--- src/rtl/control_status_regfile_16_if.sv ---
// Xillybus-side signal bundle for the 16-bit control/status register files.
// The host side is the master; the register file is the slave.
interface control_status_regfile_16_if;
    logic        user_w_control_regs_16_wren;
    logic [15:0] user_w_control_regs_16_data;
    logic        user_w_control_regs_16_full;
    logic        user_w_control_regs_16_open;
    logic        user_r_control_regs_16_rden;
    logic [15:0] user_r_control_regs_16_data;
    logic        user_r_control_regs_16_empty;
    logic        user_r_control_regs_16_eof;
    logic        user_r_control_regs_16_open;
    logic [4:0]  user_control_regs_16_addr;
    logic        user_control_regs_16_addr_update;
    logic        user_r_status_regs_16_rden;
    logic [15:0] user_r_status_regs_16_data;
    logic        user_r_status_regs_16_empty;
    logic        user_r_status_regs_16_eof;
    logic        user_r_status_regs_16_open;
    logic [4:0]  user_status_regs_16_addr;
    logic        user_status_regs_16_addr_update;

    modport master (
        output user_w_control_regs_16_wren, user_w_control_regs_16_data,
               user_w_control_regs_16_open, user_r_control_regs_16_rden,
               user_r_control_regs_16_open, user_control_regs_16_addr,
               user_control_regs_16_addr_update, user_r_status_regs_16_rden,
               user_r_status_regs_16_open, user_status_regs_16_addr,
               user_status_regs_16_addr_update,
        input  user_w_control_regs_16_full, user_r_control_regs_16_data,
               user_r_control_regs_16_empty, user_r_control_regs_16_eof,
               user_r_status_regs_16_data, user_r_status_regs_16_empty,
               user_r_status_regs_16_eof
    );

    modport slave (
        input  user_w_control_regs_16_wren, user_w_control_regs_16_data,
               user_w_control_regs_16_open, user_r_control_regs_16_rden,
               user_r_control_regs_16_open, user_control_regs_16_addr,
               user_control_regs_16_addr_update, user_r_status_regs_16_rden,
               user_r_status_regs_16_open, user_status_regs_16_addr,
               user_status_regs_16_addr_update,
        output user_w_control_regs_16_full, user_r_control_regs_16_data,
               user_r_control_regs_16_empty, user_r_control_regs_16_eof,
               user_r_status_regs_16_data, user_r_status_regs_16_empty,
               user_r_status_regs_16_eof
    );
endinterface

--- src/rtl/control_status_regfile_16.sv ---
// 32 x 16-bit host-writable control registers plus a 32-word status readback
// window, both addressed by seekable auto-incrementing pointers.
module control_status_regfile_16 #(
    parameter logic [511:0] CTRL_RESET      = 512'd0,
    parameter logic [31:0]  SELF_CLEAR_MASK = 32'd0
) (
    input  logic                              bus_clk,
    input  logic                              reset,
    control_status_regfile_16_if.slave        bus,
    output logic [511:0]                      ctrl_regs,
    output logic [31:0]                       ctrl_wr_pulse,
    input  logic [511:0]                      status_in
);
    localparam logic [31:0][15:0] RESET_WORDS = CTRL_RESET;

    logic [31:0][15:0] regs;
    logic [31:0][15:0] status_words;
    logic [4:0]        cptr;
    logic [4:0]        sptr;
    logic              c_upd_d;
    logic              s_upd_d;
    logic              c_empty;
    logic              s_empty;
    logic              w_acc;
    logic              cr_acc;
    logic              sr_acc;
    logic [15:0]       c_rdata;
    logic [15:0]       s_rdata;

    assign status_words = status_in;

    // Reads stall for the seek cycle and the one after, giving the new pointer time to settle.
    assign c_empty = ~reset & (bus.user_control_regs_16_addr_update | c_upd_d);
    assign s_empty = ~reset & (bus.user_status_regs_16_addr_update | s_upd_d);

    assign w_acc  = bus.user_w_control_regs_16_wren & bus.user_w_control_regs_16_open;
    assign cr_acc = bus.user_r_control_regs_16_rden & bus.user_r_control_regs_16_open & ~c_empty;
    assign sr_acc = bus.user_r_status_regs_16_rden & bus.user_r_status_regs_16_open & ~s_empty;

    always_ff @(posedge bus_clk) begin
        if (reset) begin
            cptr    <= 5'd0;
            c_upd_d <= 1'b0;
        end else begin
            c_upd_d <= bus.user_control_regs_16_addr_update;
            if (bus.user_control_regs_16_addr_update)
                cptr <= bus.user_control_regs_16_addr;
            else if (w_acc || cr_acc)
                cptr <= cptr + 5'd1;
        end
    end

    always_ff @(posedge bus_clk) begin
        if (reset) begin
            sptr    <= 5'd0;
            s_upd_d <= 1'b0;
        end else begin
            s_upd_d <= bus.user_status_regs_16_addr_update;
            if (bus.user_status_regs_16_addr_update)
                sptr <= bus.user_status_regs_16_addr;
            else if (sr_acc)
                sptr <= sptr + 5'd1;
        end
    end

    // A pending pulse marks last cycle's write; self-clearing registers revert then
    // unless a fresh write lands in the same cycle.
    always_ff @(posedge bus_clk) begin
        if (reset) begin
            regs          <= RESET_WORDS;
            ctrl_wr_pulse <= 32'd0;
        end else begin
            for (int n = 0; n < 32; n++) begin
                if (SELF_CLEAR_MASK[n] && ctrl_wr_pulse[n])
                    regs[n] <= RESET_WORDS[n];
            end
            if (w_acc)
                regs[cptr] <= bus.user_w_control_regs_16_data;
            ctrl_wr_pulse <= w_acc ? (32'd1 << cptr) : 32'd0;
        end
    end

    always_ff @(posedge bus_clk) begin
        if (reset) begin
            c_rdata <= 16'd0;
            s_rdata <= 16'd0;
        end else begin
            if (cr_acc)
                c_rdata <= regs[cptr];
            if (sr_acc)
                s_rdata <= status_words[sptr];
        end
    end

    assign ctrl_regs = regs;

    assign bus.user_w_control_regs_16_full  = 1'b0;
    assign bus.user_r_control_regs_16_data  = c_rdata;
    assign bus.user_r_control_regs_16_empty = c_empty;
    assign bus.user_r_control_regs_16_eof   = 1'b0;
    assign bus.user_r_status_regs_16_data   = s_rdata;
    assign bus.user_r_status_regs_16_empty  = s_empty;
    assign bus.user_r_status_regs_16_eof    = 1'b0;
endmodule

--- src/flat_wrapper.sv ---
// flat-port wrapper written by rule: the top's interface ports become plain ports
module control_status_regfile_16_flat 
#(
    parameter logic [511:0] CTRL_RESET      = 512'd0,
    parameter logic [31:0]  SELF_CLEAR_MASK = 32'd0
)
  (bus_clk, reset, ctrl_regs, ctrl_wr_pulse, status_in, bus_user_w_control_regs_16_wren, bus_user_w_control_regs_16_data, bus_user_w_control_regs_16_open, bus_user_r_control_regs_16_rden, bus_user_r_control_regs_16_open, bus_user_control_regs_16_addr, bus_user_control_regs_16_addr_update, bus_user_r_status_regs_16_rden, bus_user_r_status_regs_16_open, bus_user_status_regs_16_addr, bus_user_status_regs_16_addr_update, bus_user_w_control_regs_16_full, bus_user_r_control_regs_16_data, bus_user_r_control_regs_16_empty, bus_user_r_control_regs_16_eof, bus_user_r_status_regs_16_data, bus_user_r_status_regs_16_empty, bus_user_r_status_regs_16_eof);
  control_status_regfile_16_if bus_i ();
  input  logic bus_clk;
  input  logic reset;
  output logic [511:0] ctrl_regs;
  output logic [31:0] ctrl_wr_pulse;
  input  logic [511:0] status_in;
  input wire logic [$bits(bus_i.user_w_control_regs_16_wren)-1:0] bus_user_w_control_regs_16_wren;
  input wire logic [$bits(bus_i.user_w_control_regs_16_data)-1:0] bus_user_w_control_regs_16_data;
  input wire logic [$bits(bus_i.user_w_control_regs_16_open)-1:0] bus_user_w_control_regs_16_open;
  input wire logic [$bits(bus_i.user_r_control_regs_16_rden)-1:0] bus_user_r_control_regs_16_rden;
  input wire logic [$bits(bus_i.user_r_control_regs_16_open)-1:0] bus_user_r_control_regs_16_open;
  input wire logic [$bits(bus_i.user_control_regs_16_addr)-1:0] bus_user_control_regs_16_addr;
  input wire logic [$bits(bus_i.user_control_regs_16_addr_update)-1:0] bus_user_control_regs_16_addr_update;
  input wire logic [$bits(bus_i.user_r_status_regs_16_rden)-1:0] bus_user_r_status_regs_16_rden;
  input wire logic [$bits(bus_i.user_r_status_regs_16_open)-1:0] bus_user_r_status_regs_16_open;
  input wire logic [$bits(bus_i.user_status_regs_16_addr)-1:0] bus_user_status_regs_16_addr;
  input wire logic [$bits(bus_i.user_status_regs_16_addr_update)-1:0] bus_user_status_regs_16_addr_update;
  output wire logic [$bits(bus_i.user_w_control_regs_16_full)-1:0] bus_user_w_control_regs_16_full;
  output wire logic [$bits(bus_i.user_r_control_regs_16_data)-1:0] bus_user_r_control_regs_16_data;
  output wire logic [$bits(bus_i.user_r_control_regs_16_empty)-1:0] bus_user_r_control_regs_16_empty;
  output wire logic [$bits(bus_i.user_r_control_regs_16_eof)-1:0] bus_user_r_control_regs_16_eof;
  output wire logic [$bits(bus_i.user_r_status_regs_16_data)-1:0] bus_user_r_status_regs_16_data;
  output wire logic [$bits(bus_i.user_r_status_regs_16_empty)-1:0] bus_user_r_status_regs_16_empty;
  output wire logic [$bits(bus_i.user_r_status_regs_16_eof)-1:0] bus_user_r_status_regs_16_eof;
  assign bus_i.user_w_control_regs_16_wren = bus_user_w_control_regs_16_wren;
  assign bus_i.user_w_control_regs_16_data = bus_user_w_control_regs_16_data;
  assign bus_i.user_w_control_regs_16_open = bus_user_w_control_regs_16_open;
  assign bus_i.user_r_control_regs_16_rden = bus_user_r_control_regs_16_rden;
  assign bus_i.user_r_control_regs_16_open = bus_user_r_control_regs_16_open;
  assign bus_i.user_control_regs_16_addr = bus_user_control_regs_16_addr;
  assign bus_i.user_control_regs_16_addr_update = bus_user_control_regs_16_addr_update;
  assign bus_i.user_r_status_regs_16_rden = bus_user_r_status_regs_16_rden;
  assign bus_i.user_r_status_regs_16_open = bus_user_r_status_regs_16_open;
  assign bus_i.user_status_regs_16_addr = bus_user_status_regs_16_addr;
  assign bus_i.user_status_regs_16_addr_update = bus_user_status_regs_16_addr_update;
  assign bus_user_w_control_regs_16_full = bus_i.user_w_control_regs_16_full;
  assign bus_user_r_control_regs_16_data = bus_i.user_r_control_regs_16_data;
  assign bus_user_r_control_regs_16_empty = bus_i.user_r_control_regs_16_empty;
  assign bus_user_r_control_regs_16_eof = bus_i.user_r_control_regs_16_eof;
  assign bus_user_r_status_regs_16_data = bus_i.user_r_status_regs_16_data;
  assign bus_user_r_status_regs_16_empty = bus_i.user_r_status_regs_16_empty;
  assign bus_user_r_status_regs_16_eof = bus_i.user_r_status_regs_16_eof;
  control_status_regfile_16 #(.CTRL_RESET(CTRL_RESET), .SELF_CLEAR_MASK(SELF_CLEAR_MASK)) u_core (.bus_clk(bus_clk), .reset(reset), .bus(bus_i), .ctrl_regs(ctrl_regs), .ctrl_wr_pulse(ctrl_wr_pulse), .status_in(status_in));
endmodule
--- config.mk ---
export PLATFORM = sky130hd
export DESIGN_NAME = control_status_regfile_16_flat
export DESIGN_NICKNAME = d
export VERILOG_FILES = /design/src/rtl/control_status_regfile_16_if.sv /design/src/rtl/control_status_regfile_16.sv /design/src/flat_wrapper.sv
export SDC_FILE = /design/constraint.sdc
export NUM_CORES = 2
export LEC_CHECK = 0
export CAP_MARGIN = 10
export CORE_AREA = 2 2 445 447
export DETAILED_ROUTE_END_ITERATION = 10
export DIE_AREA = 0 0 447 449
export PLACE_DENSITY_LB_ADDON = 0.08
export SETUP_SLACK_MARGIN = 0.3
export SYNTH_ARGS = -nofsm -noshare
export SYNTH_HDL_FRONTEND = slang
export SYNTH_SLANG_ARGS = --single-unit
--- constraint.sdc ---
create_clock -name bus_clk -period 2.9 [get_ports bus_clk]
set_input_delay 0.58 -clock bus_clk [delete_from_list [all_inputs] [get_ports bus_clk]]
set_output_delay 0.58 -clock bus_clk [all_outputs]
set_load 0.02 [all_outputs]
==> After elaboration in Yosys (flattened, before gate mapping) <==
Index checks and enable logic that the tools add are counted.
{ "word_totals": {"register_bits": 588, "in_bits": 548, "output_inout_bits": 581, "elab_cells": 74} }
{ "classes": {"n_addsub": 2, "magnitude_cmp": 3, "shift": 1, "mux": 11, "bitwise_logic": 13, "reduce_logical": 5} }
{ "op_table": {"columns": ["cell", "count"], "rows": [
  ["$bwmux W512", 1],
  ["$bmux W16 S5", 2],
  ["$demux W16 S5", 1],
  ["$mux W16", 3],
  ["$shl A1 B5 Y32 const A", 1],
  ["$mux W5", 4],
  ["$lt A5 B6 Y1 const B", 2],
  ["$add A5 B1 Y5 const B", 2],
  ["$and A1 B1 Y1", 7],
  ["$ge A5 B1 Y1 const B", 1],
  ["$not A1 Y1", 4],
  ["$reduce_bool A2 Y1", 2],
  ["$or A1 B1 Y1", 2],
  ["$reduce_or A2 Y1", 1],
  ["$logic_and A1 B1 Y1", 1],
  ["$logic_or A1 B1 Y1", 1]
]} }

==> Logic depth before layout (Yosys ltp) <==
{ "logic_depth": {"word_depth": 7, "ltp_mapped": 12} }

==> Least setup slack after synthesis <==
OpenSTA, ideal clock, no wires.
{ "synth_timing": {"path_type": "register -> register", "startpoint": "reg u_core.cptr[0]", "endpoint": "reg u_core.regs, in the netlist u_core.ctrl_regs[487]", "setup_ps": 70, "t_arrival_ps": 2249, "slack_ps": 580, "path_stages_with_launch": 12, "n_path_buf": 5, "period_less_slack_ps": 2320, "path_cell_list": "dfxtp_1 > buf_6 > buf_8 > buf_6 > clkinv_1 > ha_1 > and3_1 > clkbuf_1 > nand2_1 > clkbuf_1 > nand2_1 > a21oi_1"} }
{ "synth_between": {"elab_chain_cells": 5} }
{ "synth_rtl": {"columns": ["element", "line_no", "rtl"], "rows": [
  ["start, declared", "control_status_regfile_16.sv:18", "logic [4:0] cptr;"],
  ["start signal, assigned", "control_status_regfile_16.sv:47", "cptr <= bus.user_control_regs_16_addr;"],
  ["start signal, assigned", "control_status_regfile_16.sv:49", "cptr <= cptr + 5'd1;"],
  ["$lt A5 B6 Y1 (implied by the code) or $ge A5 B1 Y1 (tied branches)", "control_status_regfile_16.sv:78", "regs[cptr] <= bus.user_w_control_regs_16_data;"],
  ["$logic_and A1 B1 Y1 (implied by the code)", "control_status_regfile_16.sv:78", null],
  ["$mux W16 (implied by the code)", "control_status_regfile_16.sv:78", null],
  ["$demux W16 S5 *", null, null],
  ["$bwmux W512 *", "control_status_regfile_16.sv:78", null],
  ["end signal, assigned by index", "control_status_regfile_16.sv:75", "regs[n] <= RESET_WORDS[n];"],
  ["end signal, assigned by index", "control_status_regfile_16.sv:78", null],
  ["end, declared", "control_status_regfile_16.sv:16", "logic [31:0][15:0] regs;"]
]} }
Mark *: on every way between the ends. The rest lies on a longest branch, timed or not.
A chain may end at the register's enable or synchronous reset.

==> Worst setup path after layout <==
{ "layout_timing": {"startpoint": "reg u_core.cptr[1]", "endpoint": "reg u_core.c_rdata[8], in the netlist u_core.bus.user_r_control_regs_16_data[8]"} }
{ "layout_between": {"elab_chain_cells": 2} }
{ "layout_rtl": {"columns": ["element", "line_no", "rtl"], "rows": [
  ["$bmux W16 S5", "control_status_regfile_16.sv:89", "c_rdata <= regs[cptr];"],
  ["$mux W16 (implied by the code)", "control_status_regfile_16.sv:89", null],
  ["end signal, assigned", "control_status_regfile_16.sv:89", null],
  ["end, declared", "control_status_regfile_16.sv:27", "logic [15:0] c_rdata;"]
]} }
No other way between the ends. The select of a mux whose other input is x is not followed.

==> out/results.ini <==
[status]
status = finished clean

[floorplan]
die_w_um = 447
die_height_um = 449
dieArea_mm2 = 0.201
rows = 163
io_pins = 1129
fp.coreArea_mm2 = 0.196
initial_core_util_pct = 14.6

[power]
seq_power_share_pct = 37.3
leakagePower_uw = 0.0148
cellInternalPower_uw = 15700
ir_worst_vdd_uv = 408
power_density_mw_per_mm2 = 475
power.switching_uw = 6450
clockPowerShare_pct = 47.4
p_sw_share_pct = 29.1
combPwrFrac_pct = 15.3

[synth]
ys_warn_count = 0
synth_ff_type = dfxtp_1
yosysUniqueCellTypes = 62
netlist_area_mm2 = 0.0286
synth_edf_count = 0
syn_avg_cell_area_um2 = 8.71
yosysSeqAreaShare_pct = 41.2
syn-instance-count = 3282
synth-seq-cells = 588
async_flop_share_pct = 0

[routing]
wl_per_cell_um = 34.9
antenna_left = 0
via_per_inst = 4.29
drt_iter0_drc = 2459
firstDrtPassIters = 5
drc_errors = 0
vias = 30587
routedLengthMet1_um = 98700
wl_um = 249000
route.met2.wl_um = 127000
wl_met3_um = 13700
top_layer = met5

[critical_path]
cp_max_fo = 20
reg2reg_slack_ns = 0.30
worstReg2RegEnd = u_core.bus.user_r_control_regs_16_data[8]$_SDFFE_PP0P_
r2r_cells = 6
cp_cell_sequence = buf_6, mux2i_1, o22ai_1, nor3_2, buf_4, a311oi_1
path_class = reg -> reg
max_stage_delay_ns = 0.58
critPathRequiredTime_ns = 3.42
r2r_start = u_core.cptr[1]$_SDFFE_PP0P_
worstSetupEndpointType = flop
worst_path_max_delay_cell = mux2i_1
cp.arrival_ns = 3.12
worstSetupStartpointType = flop

[place]
dp_hpwl_um = 200000
port_buffers = 1125
placed_area_mm2 = 0.0437
finalWeightedCongestion = 0.930
dp_cells = 6964

[global_routing]
overflow = 0
grt_max_degree = 160
grt_pass1_wl_um = 320000
grt_pass1_vias = 30373
antenna_found_initial = 63
track_usage_pct = 23.9

[sta]
clock_skew_ns = 0.0643
maxSlewViolCount = 0
min_period_ns = 2.60
rsz0062_at_grt = false
hold_violations = 0
setup_viol = 0
worst_pin_slew_ns = 0.997
fmax_mhz = 385
fin_crit_sh_pct = 89.6
max-slew-margin-rel_pct = 33.6

[finish]
final_common_cell = clkdlybuf4s50_1
final_cell_mix = clkdlybuf4s50_1 (1098), nand2_1 (1032), dfxtp_1 (581), a21oi_1 (521), mux4_2 (177)
nFillCells = 21399
seqCellArea_mm2 = 0.0118
nNetsFinal = 4963
drive_above_1_share_pct = 14.3
instances_no_fill = 7138
final_cell_area_mm2 = 0.0466
area_growth_pct = 62.9
multi_input_area_mm2 = 0.0155

[cts]
clk_pin_slew_ns = 0.06
cts_buffer_depth = 3
clk_latency_ns = 0.72
cts_sinks = 588
ctsHoldBuffers = 0
cts_buffers = 82
clock-root-buffer = clkbuf_16
cts_tree = done
post_cts_buffers = 0
htreeDepth = 3

[worst_hold_path]
hold_end = u_core.s_upd_d$_SDFF_PP0_
hp-class = in -> reg
hold_path_startpoint = reset
whs_path_depth = 2

[run]
drv_cap = 0

worst max-delay path by stage:
stage | start | to | slack [ns]
final | u_core.cptr[1]$_SDFFE_PP0P_ | u_core.bus.user_r_control_regs_16_data[8]$_SDFFE_PP0P_ | 0.30
after global routing | u_core.cptr[4]$_SDFFE_PP0P_ | u_core.ctrl_regs[467]$_SDFFE_PP0P_ | 0.31
after CTS | u_core.cptr[1]$_SDFFE_PP0P_ | u_core.bus.user_r_control_regs_16_data[8]$_SDFFE_PP0P_ | 0.28
after detailed placement | bus_user_r_control_regs_16_rden | u_core.bus.user_r_control_regs_16_data[11]$_SDFFE_PP0P_ | -0.07
after global placement | bus_user_r_control_regs_16_rden | u_core.bus.user_r_control_regs_16_data[11]$_SDFFE_PP0P_ | -0.07
after floorplan | u_core.cptr[0]$_SDFFE_PP0P_ | u_core.ctrl_regs[487]$_SDFFE_PP0P_ | 0.58
through the flow:
stage	setup TNS, ns	util (%)	hold slack [ns]	worst slack, ns	total power (uW)
final	0	23.7	0.150	0.303	22100
after global routing	0	23.7	0.124	0.311	22900
after CTS	0	23.7	0.0970	0.282	22500
after detailed placement	-0.115	22.3	0.459	-0.0674	11900
after global placement	-0.227	22.3	0.456	-0.0703	11900
after floorplan	0	-	0.542	0.580	9780
state kept, by name, summed over array words and instances (netlist names):
register and cells:
u_core.cptr 5, u_core.sptr 5, u_core.ctrl_regs 512, u_core.bus.user_r_status_regs_16_data 16, u_core.bus.user_r_control_regs_16_data 16, u_core.c_upd_d 1, u_core.s_upd_d 1, u_core.ctrl_wr_pulse 32
power by group through the flow:
stage	clock, uW	sequential [uW]	combinational [uW]
after detailed placement	0	8440	3420
final	10500	8260	3390
after global placement	0	8430	3430
after global routing	11100	8260	3530
after CTS	10800	8260	3440
after floorplan	0	8440	1340
synth_stat cells, types with 8 or more instances:
master,instances,area (um^2)
nand2_1,1034,3880
dfxtp_1,588,11800
a21oi_1,521,2610
mux4_2,177,3990
clkbuf_1,165,619
mux2i_1,143,1430
nor2_1,90,338
o22ai_1,86,538
buf_2,75,375
o21ai_0,64,320
a22o_1,39,342
buf_4,37,278
mux2_2,34,383
nor2_2,24,150
nor4_1,19,119
a311oi_1,18,158
nor3_1,16,80.1
nand3_1,11,55.1
buf_6,10,113
o221ai_1,9,78.8
o22a_1,9,78.8
a22oi_1,8,60.1
nor3_2,8,80.1
kinds of logic after synthesis:
group / after synthesis / share of synthesized area (%)
XOR/XNOR: 7 / 0.214
AO/OA/AOI/OAI: 782 / 15.4
other: 1 / 0.0131
flip-flops: 588 / 41.2
buffers and inverters: 301 / 5.07
adder cells (fa/ha/maj): 7 / 0.306
multiplexers: 354 / 20.3
AND/OR/NAND/NOR: 1242 / 17.6
metal layers:
layer	up-vias	global-route usage (%)
li1	13835	-
met1	15456	27.9
met2	1033	42.5
met3	257	4.70
met4	6	9.51
met5	-	0
critical path: cells and delay by family, from the launching register on:
kind / cells / cell delay [ns]
simple gates: 1 / 0.43
compound gates: 2 / 0.32
buf+inv: 2 / 0.52
flops: 1 / 0.56
mux: 1 / 0.58
cell type report:
class                           count  share of cell area [%]
Multi-Input combinational cell   2395                    33.2
Timing Repair Buffer             1333                    28.2
Sequential cell                   588                    25.3
Tap cell                         2640                    7.09
Clock buffer                      118                    5.10
Clock inverter                     26                   0.795
Antenna cell                       30                   0.161
Inverter                            8                  0.0645
what timing repair did:
action                     CTS  global route
gates resized for setup     19             4
pin swaps                    0             0
setup endpoints to repair   34            18
Power figures use the tool's default switching activity.
